$ cat src/rtl/proc_sequencer.sv
// Instruction sequencer for the 16-bit multi-cycle core: a writable program buffer
// that is issued one word at a time over the Run/Done handshake, with a Done watchdog.
module proc_sequencer #(
    parameter int DEPTH   = 32,
    parameter int AW      = 5,
    parameter int TIMEOUT = 8
) (
    input  logic          Clock,
    input  logic          Resetn,
    input  logic          load_en,
    input  logic [AW-1:0] load_addr,
    input  logic [15:0]   load_data,
    input  logic          start,
    input  logic [AW:0]   prog_len,
    input  logic          step_mode,
    input  logic          step,
    input  logic          abort,
    output logic [15:0]   DIN,
    output logic          Run,
    input  logic          Done,
    output logic [AW-1:0] pc,
    output logic          busy,
    output logic          finished,
    output logic          error,
    output logic [15:0]   instr_cnt
);

    localparam int WW = $clog2(TIMEOUT) + 1;
    localparam logic [WW-1:0] WDOG_LAST = WW'(TIMEOUT - 1);
    localparam logic [AW:0]   DEPTH_W   = (AW + 1)'(DEPTH);

    typedef enum logic [2:0] {
        IDLE,
        PREP,
        ISSUE,
        WAIT,
        PAUSE,
        HALT,
        ERROR
    } state_t;

    state_t        state;
    state_t        next_state;
    logic [15:0]   mem [DEPTH];
    logic [AW:0]   len_q;
    logic          step_q;
    logic [WW-1:0] wdog;
    logic [AW:0]   pc_inc;
    logic [AW:0]   len_clamped;
    logic          last_instr;
    logic          loadable;

    // pc+1 is compared one bit wider so a full-buffer program still detects its end
    assign pc_inc      = {1'b0, pc} + (AW + 1)'(1);
    assign last_instr  = (pc_inc == len_q);
    assign len_clamped = (prog_len > DEPTH_W) ? DEPTH_W : prog_len;
    assign loadable    = (state == IDLE) || (state == HALT) || (state == ERROR);

    always_ff @(posedge Clock or negedge Resetn) begin
        if (!Resetn) begin
            state <= IDLE;
        end else begin
            state <= next_state;
        end
    end

    always_comb begin
        next_state = state;
        if (abort) begin
            next_state = IDLE;
        end else begin
            case (state)
                IDLE, HALT, ERROR: begin
                    if (start) begin
                        if (prog_len == '0) begin
                            next_state = HALT;
                        end else if (step_mode) begin
                            next_state = PAUSE;
                        end else begin
                            next_state = PREP;
                        end
                    end
                end
                PREP:  next_state = ISSUE;
                ISSUE: next_state = WAIT;
                WAIT: begin
                    if (Done) begin
                        if (last_instr) begin
                            next_state = HALT;
                        end else if (step_q) begin
                            next_state = PAUSE;
                        end else begin
                            next_state = PREP;
                        end
                    end else if (wdog == WDOG_LAST) begin
                        next_state = ERROR;
                    end
                end
                PAUSE: begin
                    if (step) begin
                        next_state = PREP;
                    end
                end
                default: next_state = IDLE;
            endcase
        end
    end

    always_comb begin
        Run  = (state == ISSUE);
        busy = (state == ISSUE) || (state == WAIT) || (state == PAUSE);
    end

    // An abort freezes pc, count and flags so the host can see where execution stopped
    always_ff @(posedge Clock or negedge Resetn) begin
        if (!Resetn) begin
            pc        <= '0;
            len_q     <= '0;
            step_q    <= 1'b0;
            wdog      <= '0;
            finished  <= 1'b0;
            error     <= 1'b0;
            instr_cnt <= '0;
        end else if (!abort) begin
            case (state)
                IDLE, HALT, ERROR: begin
                    if (start) begin
                        pc        <= '0;
                        instr_cnt <= '0;
                        error     <= 1'b0;
                        finished  <= (prog_len == '0);
                        len_q     <= len_clamped;
                        step_q    <= step_mode;
                    end
                end
                ISSUE: wdog <= '0;
                WAIT: begin
                    wdog <= wdog + WW'(1);
                    if (Done) begin
                        pc <= pc + AW'(1);
                        if (instr_cnt != 16'hFFFF) begin
                            instr_cnt <= instr_cnt + 16'd1;
                        end
                        if (last_instr) begin
                            finished <= 1'b1;
                        end
                    end else if (wdog == WDOG_LAST) begin
                        error <= 1'b1;
                    end
                end
                default: ;
            endcase
        end
    end

    // DIN tracks mem[pc] continuously; pc is still during ISSUE/WAIT so the word is stable
    always_ff @(posedge Clock or negedge Resetn) begin
        if (!Resetn) begin
            DIN <= '0;
        end else begin
            DIN <= mem[pc];
        end
    end

    always_ff @(posedge Clock) begin
        if (load_en && loadable) begin
            mem[load_addr] <= load_data;
        end
    end

endmodule

$ cat config.mk
export PLATFORM = sky130hd
export DESIGN_NAME = proc_sequencer
export DESIGN_NICKNAME = d
export VERILOG_FILES = /design/src/rtl/proc_sequencer.sv
export SDC_FILE = /design/constraint.sdc
export NUM_CORES = 1
export LEC_CHECK = 0
export BUFFER_PORTS_ARGS = -buffer_cell sky130_fd_sc_hd__buf_4
export CORE_MARGIN = 5
export CORE_UTILIZATION = 39
export CTS_CLUSTER_DIAMETER = 60
export DETAILED_ROUTE_END_ITERATION = 10
export SYNTH_ARGS = -nofsm -noshare
export SYNTH_HDL_FRONTEND = slang
export SYNTH_SLANG_ARGS = --single-unit
$ cat constraint.sdc
create_clock -name Clock -period 3.2 [get_ports Clock]
set_input_delay 0.64 -clock Clock [delete_from_list [all_inputs] [get_ports Clock]]
set_output_delay 0.64 -clock Clock [all_outputs]
set_load 0.005 [all_outputs]
==> reports/qor.csv <==
metric,value,unit
power.density,635.8,nW/µm²
synth_area_per_cell,21.12,µm²
yosysSeqAreaShare,0.7497,
path_max_fanout,16,
port_buffers,75,
outcome,completed,
cts.htree.levels,2,
synth_mux_area_frac,0.1728,
postPlaceCellArea,24120,µm²
antenna-diode-count,0,
gp_congestion,0.7816,
fp-row-count,87,
cts_setup_buffers,0,
drc,0,
core,56500,µm²
cts.clk_slew.worst_paths,0.06,ns
synth_area,22280,µm²
clock.fmax,377.5,MHz
numClockSinks,565,
hold_viol,0,
total_leakage_power,8.214,nW
slowest_delay,0.56,ns
rrSetupSlack,0.55,ns
ios,76,
cts_repair_resize_count,0,
ir_drop,518.0,µV
start_kind,flip-flop,
slew_violations,0,
synthAdderAreaFrac,0.001685,
synth.distinct_cells,59,
synth_simple_gate_area_frac,0.03870,
die_height,249,µm
utilization,0.4605,
whs,0.1216,ns
synth-xor-area-share,0.002359,
clock-skew-final,0.01537,ns
syn_to_final_growth,16.79,%
drt-total-wl,51.85,mm
crit_chain,nor2_1 > mux2_2 > nand4_1 > nor2_2 > buf_4,
layout_commonest_cell,edfxtp_1,
drt-initial-drc-count,947,
cts_root_buf,clkbuf_16,
final_cell_area,26020,µm²
synth_edf_count,512,
numCtsBuffers,57,
clock_path_buffers,3,
crit_type,reg -> reg,
dieWidth,249,µm
timing.rr.end,mem[31][5]$_DFFE_PP_,
syn_nets,1093,
worst_pin_slew,0.9060,ns
grt_setup_unrepaired,false,
cp_slowest_cell,nand4_1,
clock_latency,0.61,ns
synth_compound_area_frac,0.02067,
track_usage,0.1661,
yosys_most_used_dff,edfxtp_1,
vias,10940,
drv_cap,0,
grt_max_degree,70,
overflow,0,
ys_seq_elements,565,
synth_top_family_by_area,multiplexers,
place_ws,0.5535,ns
fin_crit_sh,0.8278,
fin_crit,2.649,ns
grt_pass1_wl,77.05,mm
drive_above_1_share,0.3490,
ant_nets,0,
syn_inst,1055,
antenna_found_initial,5,
vias_per_cell,5.502,
nets,1223,
die_area,62000,µm²
synth_async_sr_flop_share,0.09381,
critical_path_arrival,2.92,ns
ys_warn_count,0,
maxSlewHeadroom,0.3960,
layout_common_cells,"512 x edfxtp_1, 160 x mux4_2, 117 x buf_4",
cts_tree,done,
crit_required,3.47,ns
setup_viol,0,
hold_buffers,0,
grt_pass1_vias,11200,
wl_per_cell,26.08,µm
r2r_cells,5,
endpoint_kind,flip-flop,
start_util,0.3943,
hold_class,in -> async,
finalSetupTns,0,ns
first_pass_iters,5,
dp.final_hpwl,29.81,mm
r2r_start,state[1]$_DFFE_PN0P_,
worst_slack,0.5509,ns
-- synthesized netlist by cell type (6+ instances only) --
library cell  count  area share
inv_1             6      0.0010
edfxtp_1        512        0.69
buf_6             8      0.0040
o31ai_1          11      0.0037
buf_2            15      0.0034
o21ai_1          17      0.0038
mux4_2          160        0.16
nand2_1          33      0.0056
nand2b_1         11      0.0031
dfrtp_1          53       0.060
nor2_1           48      0.0081
mux2_2           17      0.0086
a21oi_1          14      0.0031
clkbuf_1         31      0.0052
or4_1             9      0.0030
nand3_1          16      0.0036
nor3_1            9      0.0020
-- kinds of logic (layout without fill, tap and decap cells) --
family	after synthesis	count (layout)
flops	565	565
fa+ha+maj	3	3
simple gates	166	166
compound gates	70	70
mux	182	182
buf+inv	63	240
xor+xnor	6	6
-- power by group --
group | internal (mW) | switching [mW]
Combinational | 0.638 | 0.786
Clock | 3.88 | 2.83
Sequential | 8.26 | 0.155
-- cell type report --
cell class              instances  area (µm²)
well taps                     756       945.9
multi-input cells             427        5341
clock inverters                40       429.2
repair buffers                128        1099
flip-flops and latches        565       16710
clock buffers                  66        1470
inverters                       6       22.52
fillers                      4694       30480
-- layer usage --
layer,track usage,wire length (µm)
met1,0.2400,22790
met2,0.2629,24740
met3,0.03466,3330
met4,0.03910,922
met5,0,69
-- metrics by stage --
stage          total power [mW]  cells
2_1_floorplan             9.467   1055
3_3_place_gp              9.979   1882
3_5_place_dp              10.02   1882
4_1_cts                   16.74   1988
5_1_grt                   17.18   1988
6_report                  16.54   1988
-- how the worst max path moves through the flow --
stage | endpoint | start
after floorplan | mem[12][0]$_DFFE_PP_ | state[1]$_DFFE_PN0P_
after global placement | DIN[13]$_DFF_PN0_ | pc[0]$_DFFE_PN0P_
after detailed placement | DIN[13]$_DFF_PN0_ | pc[0]$_DFFE_PN0P_
after CTS | DIN[13]$_DFF_PN0_ | pc[0]$_DFFE_PN0P_
after global routing | mem[14][5]$_DFFE_PP_ | state[1]$_DFFE_PN0P_
final | mem[31][5]$_DFFE_PP_ | state[1]$_DFFE_PN0P_
-- critical path: cells and delay by family (launching register included) --
family	cells	cell delay, ns
buf+inv	1	0.38
flops	1	0.50
simple gates	3	1.10
mux	1	0.31
-- state kept, by name, indices dropped and copies added, names as in the netlist --
register   cells
instr_cnt     16
finished       1
len_q          6
state          3
error          1
pc             5
DIN           16
mem          512
wdog           4
step_q         1
No activity file was read; power rests on OpenSTA's default activity.
